## src/rtl/bus_xfer_if.sv

```systemverilog
// Handshake and strobe bundle between the control unit, bus_xfer_ctrl and the register file.
// The master side is the requesting control unit; the slave side is bus_xfer_ctrl.
interface bus_xfer_if #(
  parameter int unsigned NUM_REGS  = 4,
  parameter int unsigned NUM_REQ   = 2,
  parameter int unsigned SEL_WIDTH = 2
) ();

  logic [NUM_REQ-1:0]           req;
  logic [NUM_REQ*SEL_WIDTH-1:0] src_sel;
  logic [NUM_REQ*SEL_WIDTH-1:0] dst_sel;
  logic [NUM_REQ-1:0]           gnt;
  logic [NUM_REQ-1:0]           done;
  logic                         err;
  logic                         busy;
  logic [NUM_REGS-1:0]          CS;
  logic [NUM_REGS-1:0]          OE;
  logic [NUM_REGS-1:0]          WE;

  modport master (
    output req, src_sel, dst_sel,
    input  gnt, done, err, busy, CS, OE, WE
  );

  modport slave (
    input  req, src_sel, dst_sel,
    output gnt, done, err, busy, CS, OE, WE
  );

endinterface

```

## src/rtl/bus_xfer_ctrl.sv

```systemverilog
// Round-robin register-to-register move sequencer for a shared tri-state data bus.
// Define BUS_XFER_B2B_EN to let a pending request start straight from the turnaround cycle.
module bus_xfer_ctrl #(
  parameter int unsigned NUM_REGS  = 4,
  parameter int unsigned NUM_REQ   = 2,
  parameter int unsigned SEL_WIDTH = 2
) (
  input  logic     clk,
  input  logic     reset,
  bus_xfer_if.slave bus
);

  localparam int unsigned PTR_W = (NUM_REQ > 1) ? $clog2(NUM_REQ) : 1;

  typedef logic [PTR_W-1:0]     ptr_t;
  typedef logic [SEL_WIDTH-1:0] sel_t;

  typedef enum logic [2:0] {
    S_IDLE  = 3'd0,
    S_ARB   = 3'd1,
    S_DRIVE = 3'd2,
    S_WRITE = 3'd3,
    S_DONE  = 3'd4
  } state_t;

  // A move is legal only between two distinct, existing registers.
  function automatic logic sel_legal(input sel_t s, input sel_t d);
    return (s != d) && (32'(s) < NUM_REGS) && (32'(d) < NUM_REGS);
  endfunction

  function automatic ptr_t ptr_inc(input ptr_t p);
    return ((32'(p) + 32'd1) >= NUM_REQ) ? '0 : p + PTR_W'(1);
  endfunction

  state_t state_q, state_d;
  ptr_t   rr_ptr_q, rr_ptr_d;
  ptr_t   win_q, win_d;
  sel_t   src_q, src_d;
  sel_t   dst_q, dst_d;

  logic [NUM_REQ-1:0]  gnt_q, gnt_d;
  logic [NUM_REQ-1:0]  done_q, done_d;
  logic                err_q, err_d;
  logic                busy_q, busy_d;
  logic [NUM_REGS-1:0] cs_q, cs_d;
  logic [NUM_REGS-1:0] oe_q, oe_d;
  logic [NUM_REGS-1:0] we_q, we_d;

  sel_t src_arr [NUM_REQ];
  sel_t dst_arr [NUM_REQ];
  ptr_t arb_base;
  ptr_t arb_idx;
  ptr_t arb_win;
  logic arb_hit;
  logic legal_d;
  logic src_hit;
  logic dst_hit;

  // Unpack the per-requester select fields.
  always_comb begin : sel_unpack
    for (int unsigned i = 0; i < NUM_REQ; i++) begin
      src_arr[i] = bus.src_sel[i*SEL_WIDTH +: SEL_WIDTH];
      dst_arr[i] = bus.dst_sel[i*SEL_WIDTH +: SEL_WIDTH];
    end
  end

  // In DONE the pointer is about to advance past the current winner, so search from there.
  always_comb begin : rr_arbiter
    arb_base = (state_q == S_DONE) ? ptr_inc(win_q) : rr_ptr_q;
    arb_idx  = arb_base;
    arb_win  = arb_base;
    arb_hit  = 1'b0;
    for (int unsigned i = 0; i < NUM_REQ; i++) begin
      arb_idx = PTR_W'((32'(arb_base) + i) % NUM_REQ);
      if (!arb_hit && bus.req[arb_idx]) begin
        arb_hit = 1'b1;
        arb_win = arb_idx;
      end
    end
  end

  always_comb begin : next_state
    state_d  = state_q;
    rr_ptr_d = rr_ptr_q;
    win_d    = win_q;
    src_d    = src_q;
    dst_d    = dst_q;
    unique case (state_q)
      S_IDLE: begin
        if (arb_hit) begin
          state_d = S_ARB;
          win_d   = arb_win;
          src_d   = src_arr[arb_win];
          dst_d   = dst_arr[arb_win];
        end
      end
      S_ARB:   state_d = sel_legal(src_q, dst_q) ? S_DRIVE : S_WRITE;
      S_DRIVE: state_d = S_WRITE;
      S_WRITE: state_d = S_DONE;
      S_DONE: begin
        rr_ptr_d = ptr_inc(win_q);
        state_d  = S_IDLE;
`ifdef BUS_XFER_B2B_EN
        if (arb_hit) begin
          state_d = S_ARB;
          win_d   = arb_win;
          src_d   = src_arr[arb_win];
          dst_d   = dst_arr[arb_win];
        end
`endif
      end
      default: state_d = S_IDLE;
    endcase
  end

  // Outputs are decoded from the next state so they register alongside it.
  always_comb begin : next_outputs
    legal_d = sel_legal(src_d, dst_d);
    gnt_d   = '0;
    done_d  = '0;
    err_d   = (state_d == S_WRITE) && !legal_d;
    busy_d  = (state_d != S_IDLE);
    cs_d    = '0;
    oe_d    = '0;
    we_d    = '0;
    src_hit = 1'b0;
    dst_hit = 1'b0;
    for (int unsigned i = 0; i < NUM_REQ; i++) begin
      if (PTR_W'(i) == win_d) begin
        gnt_d[i]  = (state_d == S_ARB);
        done_d[i] = (state_d == S_WRITE);
      end
    end
    for (int unsigned k = 0; k < NUM_REGS; k++) begin
      src_hit = legal_d && (SEL_WIDTH'(k) == src_d) &&
                ((state_d == S_DRIVE) || (state_d == S_WRITE));
      dst_hit = legal_d && (SEL_WIDTH'(k) == dst_d) && (state_d == S_WRITE);
      cs_d[k] = src_hit || dst_hit;
      oe_d[k] = src_hit;
      we_d[k] = dst_hit;
    end
  end

  always_ff @(posedge clk or negedge reset) begin : state_reg
    if (!reset) begin
      state_q  <= S_IDLE;
      rr_ptr_q <= '0;
      win_q    <= '0;
      src_q    <= '0;
      dst_q    <= '0;
    end else begin
      state_q  <= state_d;
      rr_ptr_q <= rr_ptr_d;
      win_q    <= win_d;
      src_q    <= src_d;
      dst_q    <= dst_d;
    end
  end

  always_ff @(posedge clk or negedge reset) begin : output_reg
    if (!reset) begin
      gnt_q  <= '0;
      done_q <= '0;
      err_q  <= 1'b0;
      busy_q <= 1'b0;
      cs_q   <= '0;
      oe_q   <= '0;
      we_q   <= '0;
    end else begin
      gnt_q  <= gnt_d;
      done_q <= done_d;
      err_q  <= err_d;
      busy_q <= busy_d;
      cs_q   <= cs_d;
      oe_q   <= oe_d;
      we_q   <= we_d;
    end
  end

  assign bus.gnt  = gnt_q;
  assign bus.done = done_q;
  assign bus.err  = err_q;
  assign bus.busy = busy_q;
  assign bus.CS   = cs_q;
  assign bus.OE   = oe_q;
  assign bus.WE   = we_q;

  // Bus-safety invariants on the registered strobes.
  a_oe_single: assert property (@(posedge clk) disable iff (!reset) $onehot0(oe_q));
  a_oe_cs:     assert property (@(posedge clk) disable iff (!reset) (oe_q & ~cs_q) == '0);
  a_we_cs:     assert property (@(posedge clk) disable iff (!reset) (we_q & ~cs_q) == '0);
  a_we_oe:     assert property (@(posedge clk) disable iff (!reset) (we_q & oe_q) == '0);
  a_gnt_one:   assert property (@(posedge clk) disable iff (!reset) $onehot0(gnt_q));
  a_done_one:  assert property (@(posedge clk) disable iff (!reset) $onehot0(done_q));

endmodule

```

## src/flat_wrapper.sv

```systemverilog
// flat-port wrapper written by rule: the top's interface ports become plain ports
module bus_xfer_ctrl_flat 
#(
  parameter int unsigned NUM_REGS  = 4,
  parameter int unsigned NUM_REQ   = 2,
  parameter int unsigned SEL_WIDTH = 2
)
  (clk, reset, bus_req, bus_src_sel, bus_dst_sel, bus_gnt, bus_done, bus_err, bus_busy, bus_CS, bus_OE, bus_WE);
  bus_xfer_if #(.NUM_REGS(NUM_REGS), .NUM_REQ(NUM_REQ), .SEL_WIDTH(SEL_WIDTH)) bus_i ();
  input  logic clk;
  input  logic reset;
  input wire logic [$bits(bus_i.req)-1:0] bus_req;
  input wire logic [$bits(bus_i.src_sel)-1:0] bus_src_sel;
  input wire logic [$bits(bus_i.dst_sel)-1:0] bus_dst_sel;
  output wire logic [$bits(bus_i.gnt)-1:0] bus_gnt;
  output wire logic [$bits(bus_i.done)-1:0] bus_done;
  output wire logic [$bits(bus_i.err)-1:0] bus_err;
  output wire logic [$bits(bus_i.busy)-1:0] bus_busy;
  output wire logic [$bits(bus_i.CS)-1:0] bus_CS;
  output wire logic [$bits(bus_i.OE)-1:0] bus_OE;
  output wire logic [$bits(bus_i.WE)-1:0] bus_WE;
  assign bus_i.req = bus_req;
  assign bus_i.src_sel = bus_src_sel;
  assign bus_i.dst_sel = bus_dst_sel;
  assign bus_gnt = bus_i.gnt;
  assign bus_done = bus_i.done;
  assign bus_err = bus_i.err;
  assign bus_busy = bus_i.busy;
  assign bus_CS = bus_i.CS;
  assign bus_OE = bus_i.OE;
  assign bus_WE = bus_i.WE;
  bus_xfer_ctrl #(.NUM_REGS(NUM_REGS), .NUM_REQ(NUM_REQ), .SEL_WIDTH(SEL_WIDTH)) u_core (.clk(clk), .reset(reset), .bus(bus_i));
endmodule
```

## config.mk

```make
export PLATFORM = sky130hd
export DESIGN_NAME = bus_xfer_ctrl_flat
export DESIGN_NICKNAME = d
export VERILOG_FILES = /design/src/rtl/bus_xfer_if.sv /design/src/rtl/bus_xfer_ctrl.sv /design/src/flat_wrapper.sv
export SDC_FILE = /design/constraint.sdc
export NUM_CORES = 1
export LEC_CHECK = 0
export ABC_CLOCK_PERIOD_IN_PS = 1900
export CAP_MARGIN = 20
export CORE_UTILIZATION = 30
export DETAILED_ROUTE_END_ITERATION = 8
export GPL_ROUTABILITY_DRIVEN = 0
export HOLD_SLACK_MARGIN = 0.12
export PLACE_DENSITY_LB_ADDON = 0.2
export SYNTH_ARGS = -nofsm -noshare
export SYNTH_HDL_FRONTEND = slang
export SYNTH_SLANG_ARGS = --single-unit
```

## constraint.sdc

```tcl
create_clock -name clk -period 1.9 [get_ports clk]
set_input_delay 0.475 -clock clk [delete_from_list [all_inputs] [get_ports clk]]
set_output_delay 0.475 -clock clk [all_outputs]
set_load 0.02 [all_outputs]
```

### Word-level counts from Yosys, hierarchy flattened

Index checks and enable logic that the tools add are counted.

| cells by class | value |
|---|---|
| add/sub/neg operators | 3 |
| multiplexer cells | 28 |
| equality and inequality tests | 15 |
| magnitude comparators | 4 |
| reductions and logical operators | 29 |
| bitwise operators | 1 |

Operator list:

| operator | count |
|---|---|
| 32-bit by 2-bit >= comparator with 1-bit output (second input constant) | 1 |
| 2-bit 2-to-1 mux | 10 |
| 1-bit logical AND | 18 |
| 1-bit 2-to-1 mux | 16 |
| 3-bit by 2-bit == test with 1-bit output (second input constant) | 4 |
| 3-bit one-hot mux with 4 select lines | 1 |
| 2-bit == test (first input constant) | 4 |
| 3-bit by 1-bit == test with 1-bit output (second input constant) | 2 |
| 1-bit logical OR | 5 |
| 1-bit by 2-bit == test with 1-bit output (first input constant) | 2 |
| 2-bit logical NOT | 2 |
| 1-bit by 2-bit < comparator with 1-bit output (second input constant) | 2 |
| 2-bit != test | 2 |
| 3-bit == test (second input constant) | 1 |
| 3-bit logical NOT | 1 |
| 3-bit 2-to-1 mux | 1 |
| 3-bit nonzero test | 1 |
| 1-bit adder (second input constant) | 2 |
| 1-bit by 1-bit adder with 2-bit output (second input constant) | 1 |
| 2-bit >= comparator (second input constant) | 1 |
| 1-bit logical NOT | 2 |
| 1-bit NOT with 2-bit output | 1 |

| storage, ports and cells | value |
|---|---|
| word-level logic and storage cells | 92 |
| bits in registers | 27 |
| output and inout bits | 18 |
| input bits | 12 |

### Logic depth before layout (Yosys ltp)

| depth | value |
|---|---|
| depth after elaboration | 20 |
| mapped depth | 8 |
| depth with buffers taken out | 6 |

### Least setup slack after synthesis

Ideal clock, no wire load.

| timing path | value |
|---|---|
| path type | register to register |
| from | register u_core.state_q[2] |
| to | register u_core.cs_q[1] (netlist: u_core.bus.CS[1]) |
| data required time | 1.766 ns |
| cell stages (with the launch flop) | 8 |
| setup slack | 0.124 ns |
| data arrival time | 1.643 ns |
| clock period less this slack | 1.776 ns |
| path buffers | 1 |
| setup time | 0.134 ns |
| cells stage by stage | dfrtp_1 -> buf_6 -> nor3_4 -> o21ai_4 -> a221oi_4 -> inv_4 -> o2111ai_1 -> o31ai_1 |

| on the way | value |
|---|---|
| longest elaborated chain between the ends | 18 |
| elaborated cells between the ends (all ways) | 40 |
| those cells by class | 1 x add/sub; 9 x eq/ne; 20 x mux; 1 x bitwise; 9 x reduce/logical |

Ends and longest elaborated chain:

| item | RTL line | text |
|---|---|---|
| start, declared | bus_xfer_ctrl.sv:35 | `state_t state_q, state_d;` |
| start signal, assigned | bus_xfer_ctrl.sv:152 | `state_q <= state_d;` |
| 3-bit == test | bus_xfer_ctrl.sv:69 | `arb_base = (state_q == S_DONE) ? ptr_inc(win_q) : rr_ptr_q;` |
| 1-bit 2-to-1 mux | bus_xfer_ctrl.sv:69 |  |
| 1-bit 2-to-1 mux (not written as such) (2 in series) | bus_xfer_ctrl.sv:75 | `if (!arb_hit && bus.req[arb_idx]) begin` |
| 1-bit 2-to-1 mux | bus_xfer_ctrl.sv:75 |  |
| 1-bit logical NOT | bus_xfer_ctrl.sv:75 |  |
| 1-bit logical AND | bus_xfer_ctrl.sv:75 |  |
| 1-bit 2-to-1 mux | bus_xfer_ctrl.sv:75 |  |
| 1-bit NOT with 2-bit output (not written as such) | bus_xfer_ctrl.sv:93 | `src_d = src_arr[arb_win];` |
| 2-bit 2-to-1 mux (not written as such) (3 in series) | bus_xfer_ctrl.sv:93 |  |
| 2-bit 2-to-1 mux | bus_xfer_ctrl.sv:90 | `if (arb_hit) begin` |
| 2-bit 2-to-1 mux (*) | bus_xfer_ctrl.sv:88 | `unique case (state_q)` |
| via u_core.src_d[1] | bus_xfer_ctrl.sv:38 | `sel_t src_q, src_d;` |
| 2-bit != test / 1-bit by 2-bit == test with 1-bit output (equally long branches) | bus_xfer_ctrl.sv:28, bus_xfer_ctrl.sv:135 |  |
| 1-bit logical AND, on equally long branches (2 in series) | bus_xfer_ctrl.sv:135, bus_xfer_ctrl.sv:137 |  |
| 1-bit logical OR (*) | bus_xfer_ctrl.sv:138 | `cs_d[k] = src_hit \|\| dst_hit;` |
| via u_core.cs_d[1] | bus_xfer_ctrl.sv:45 | `logic [NUM_REGS-1:0] cs_q, cs_d;` |
| end signal, assigned | bus_xfer_ctrl.sv:174 | `cs_q <= cs_d;` |
| end, declared | bus_xfer_ctrl.sv:45 |  |

The timed path passes the listed nets; every way through them passes the cells marked *. The select of a mux whose other input is x is not followed.

### Worst setup path in the final report

| timing path | value |
|---|---|
| from | register u_core.state_q[0] |
| to | register u_core.cs_q[3] (netlist: u_core.bus.CS[3]) |

| on the way | value |
|---|---|
| longest elaborated chain between the ends | 18 |
| elaborated cells between the ends (all ways) | 40 |
| those cells by class | 1 x add/sub; 9 x eq/ne; 20 x mux; 1 x bitwise; 9 x reduce/logical |

Ends and longest elaborated chain:

| item | RTL line | text |
|---|---|---|
| 3-bit == test | bus_xfer_ctrl.sv:69 |  |
| 1-bit 2-to-1 mux | bus_xfer_ctrl.sv:69 |  |
| 1-bit 2-to-1 mux (not written as such) (2 in series) | bus_xfer_ctrl.sv:75 |  |
| 1-bit 2-to-1 mux | bus_xfer_ctrl.sv:75 |  |
| 1-bit logical NOT | bus_xfer_ctrl.sv:75 |  |
| 1-bit logical AND | bus_xfer_ctrl.sv:75 |  |
| 1-bit 2-to-1 mux | bus_xfer_ctrl.sv:75 |  |
| 1-bit NOT with 2-bit output (not written as such) | bus_xfer_ctrl.sv:93, bus_xfer_ctrl.sv:94 |  |
| 2-bit 2-to-1 mux, on equally long branches (3 in series) | bus_xfer_ctrl.sv:93, bus_xfer_ctrl.sv:94 |  |
| 2-bit 2-to-1 mux | bus_xfer_ctrl.sv:90 |  |
| 2-bit 2-to-1 mux | bus_xfer_ctrl.sv:88 |  |
| 2-bit != test, or another cell as far along | bus_xfer_ctrl.sv:28 | `return (s != d) && (32'(s) < NUM_REGS) && (32'(d) < NUM_REGS);` |
| 1-bit logical AND, on equally long branches (2 in series) | bus_xfer_ctrl.sv:135, bus_xfer_ctrl.sv:137 |  |
| 1-bit logical OR (*) | bus_xfer_ctrl.sv:138 |  |
| via u_core.cs_d[3] | bus_xfer_ctrl.sv:45 |  |

Marks and branches as above.

==> flow_summary.toml <==
[global_routing]
grt_max_degree = 28
grt_usage_pct = 13.5
grt_pass1_wl_um = 4330
grt_pass1_vias = 929
antenna_found_initial = 0
grt_overflow = 0

[power_and_ir_drop]
seq_power_share_pct = 26.5
swShare_pct = 42.9
p_clk_share_pct = 9.1
comb_power_share_pct = 64.3
vdd_drop_max_mv = 0.648
p_per_area_nw_per_um2 = 1820
total_power_mw = 3.50
power.leakage_nw = 0.859
switchingPower_mw = 1.50
internal-power_mw = 2.00

[worst_setup_path]
crit_arrival_ns = 2.00
path_class = "register to register"
path_max_fanout = 5
cp.required_ns = 2.05
r2r_start = "u_core.state_q[0]$_DFF_PN0_"
endpoint_kind = "register"
cp-start-kind = "register"
startpoint = "u_core.state_q[0]$_DFF_PN0_"

[logic_synthesis]
synth_top_area_share_pct = 54.4
synth.distinct_cells = 29
synth_area_um2 = 1240
ys_ff_latch = 27
synthTopCellsByArea = "dfrtp_1 (54%), a221oi_4 (8.5%), nor3_4 (5.2%), nand2_1 (3.3%), o2111ai_2 (2.4%)"
ys_warn_count = 0
synth.avg_cell_area_um2 = 12.7
ys_seq_area_share_pct = 54.4
syn_inst = 98
async_reset_ff_share_pct = 100
synthFlopType = "dfrtp_1"
synth_enable_flop_cells = 0
synth_top_area_cell = "dfrtp_1"
syn_nets = 110

[floorplanning]
dieHeight_um = 66.3
initial_utilization_pct = 31.0
coreArea_um2 = 4000
dieWidth_um = 66.3
io_pins = 30
num_rows = 23
die-area_um2 = 4400

[placed_design]
placedInstanceArea_um2 = 1700
io_buffer_count = 29
place_hpwl_um = 1910
place_ws_ns = -0.412

[timing]
fin_hold_ws_ns = 0.468
fin_ws_ns = 0.0498
period_share_pct = 97.4
hold_viol_final = 0
finalMaxSlewViolations = 0
period_needed_ns = 1.85
rsz0062_at_grt = "yes"
finalSetupViolCount = 0
skew_ns = 0.00508
worst_pin_slew_ns = 0.404
max_freq_ghz = 0.540
slew_headroom_pct = 73.1

[job]
cap_violations = 0

[cts]
cts_tree = "done"
clockRootBuffer = "clkbuf_8"
htreeDepth = 1
path_clk_slew_ns = 0.09
cts-hold-fix-buffers = 0
cts_buffers = 3
insertion_delay_ns = 0.27
cts_max_path_buffers = 2
cts.sinks = 27

[cells_and_area]
final_nets = 167
drive_above_1_share_pct = 37.0
antennaDiodeCount = 0
area_delta_synth_final_pct = 54.7
nFillCells = 360
layout_commonest_cell = "clkdlybuf4s50_1"
final_cell_mix = "clkdlybuf4s50_1 (27), dfrtp_1 (26), buf_4 (19)"
final_cell_area_um2 = 1920
final_util_pct = 48.0

[detailed_routing]
first_pass_iters = 4
antenna_left = 0
drt-total-wl_um = 2710
route.detailed.vias_per_inst = 4.47
route.detailed.wl_per_inst_um = 13.3
vias = 912
drt_iter0_drc = 9
route.detailed.drc = 0

[run_status]
outcome = "complete, no violations"

[min_path]
holdCritStartpoint = "u_core.win_q$_DFF_PN0_"
hold_class = "register to register"
-- flip-flops by register name, summed over array words and instances, names as in the netlist --
| name | count |
|---|---|
| u_core.bus.CS | 4 |
| u_core.bus.OE | 4 |
| u_core.bus.WE | 4 |
| u_core.bus.busy | 1 |
| u_core.bus.done | 2 |
| u_core.bus.err | 1 |
| u_core.bus.gnt | 2 |
| u_core.dst_q | 2 |
| u_core.rr_ptr_q | 1 |
| u_core.src_q | 2 |
| u_core.state_q | 3 |
| u_core.win_q | 1 |
-- worst max-delay path: stages, from the launching register on --
cell,delay (ns)
dfrtp_2,0.45
or3_4,0.47
nor3_2,0.30
a221oi_4,0.10
buf_6,0.15
nor2_1,0.17
o31ai_2,0.09
-- metal layers --
| layer | up-vias | wire, µm | track usage, % |
|---|---|---|---|
| met5 | - | 0 | 0 |
| met4 | 0 | 27 | 5.59 |
| met3 | 2 | 104 | 2.41 |
| met2 | 25 | 1420 | 22.8 |
| met1 | 431 | 1160 | 16.7 |
| li1 | 454 | - | - |
-- stage by stage --
stage / cells / TNS [ns]
2_1_floorplan: 98 / 0
3_3_place_gp: 191 / -4.46
3_5_place_dp: 191 / -4.80
4_1_cts: 201 / 0
5_1_grt: 204 / -0.155
6_report: 204 / 0
-- cell usage after synthesis, types with 2 or more instances --
cell type / n
buf_6: 2
o2111ai_2: 2
a21o_1: 3
inv_1: 5
nor3_4: 4
o2111ai_1: 2
a21oi_1: 2
a221oi_4: 4
nor2_1: 7
nand2b_1: 2
nand2_1: 11
o31ai_1: 4
dfrtp_1: 27
xor2_1: 2
nor3_1: 5
inv_4: 2
xnor2_1: 2
-- final timing paths --
| path | to | slack [ns] | depth (start not counted) |
|---|---|---|---|
| setup reg to reg | u_core.bus.CS[3]$_DFF_PN0_ | 0.05 | 6 |
| setup / recovery | u_core.bus.CS[3]$_DFF_PN0_ | 0.05 | 6 |
| hold reg to reg | u_core.rr_ptr_q$_DFF_PN0_ | 0.47 | 1 |
| hold / removal | u_core.rr_ptr_q$_DFF_PN0_ | 0.47 | 1 |
| min in group asynchronous | u_core.bus.err$_DFF_PN0_ | 0.57 | 2 |
| max in group asynchronous | u_core.state_q[0]$_DFF_PN0_ | 1.05 | 2 |
-- cells by family after synthesis --
group | synth area share [%]
buffers and inverters | 5.04
and+or+nand+nor | 18.1
xor gates and xnor gates | 2.82
DFF | 54.4
AOI/OAI and AO/OA | 19.6
-- power groups by stage --
stage / Clock, mW / Sequential [mW] / Combinational [mW]
after floorplan: 0 / 1.06 / 0.975
after global placement: 0 / 0.936 / 1.77
after detailed placement: 0 / 0.940 / 1.79
after CTS: 0.332 / 0.930 / 1.99
after global routing: 0.350 / 0.957 / 2.41
final: 0.320 / 0.929 / 2.25
-- final cells by class --
cell class | count | area, µm² | area share [%]
sequential | 27 | 677 | 35.2
multi-input combinational | 60 | 587 | 30.6
clock inverter | 1 | 5.00 | 0.261
inverter | 9 | 41.3 | 2.15
timing repair buffer | 54 | 507 | 26.4
tap | 50 | 62.6 | 3.26
clock buffer | 3 | 41.3 | 2.15
-- what timing repair did --
item                       CTS  global route
setup buffers                7             3
setup endpoints to repair    9            12
pin swaps                    8             7
gates resized for setup     11            12
No activity file was read; power rests on OpenSTA's default activity.
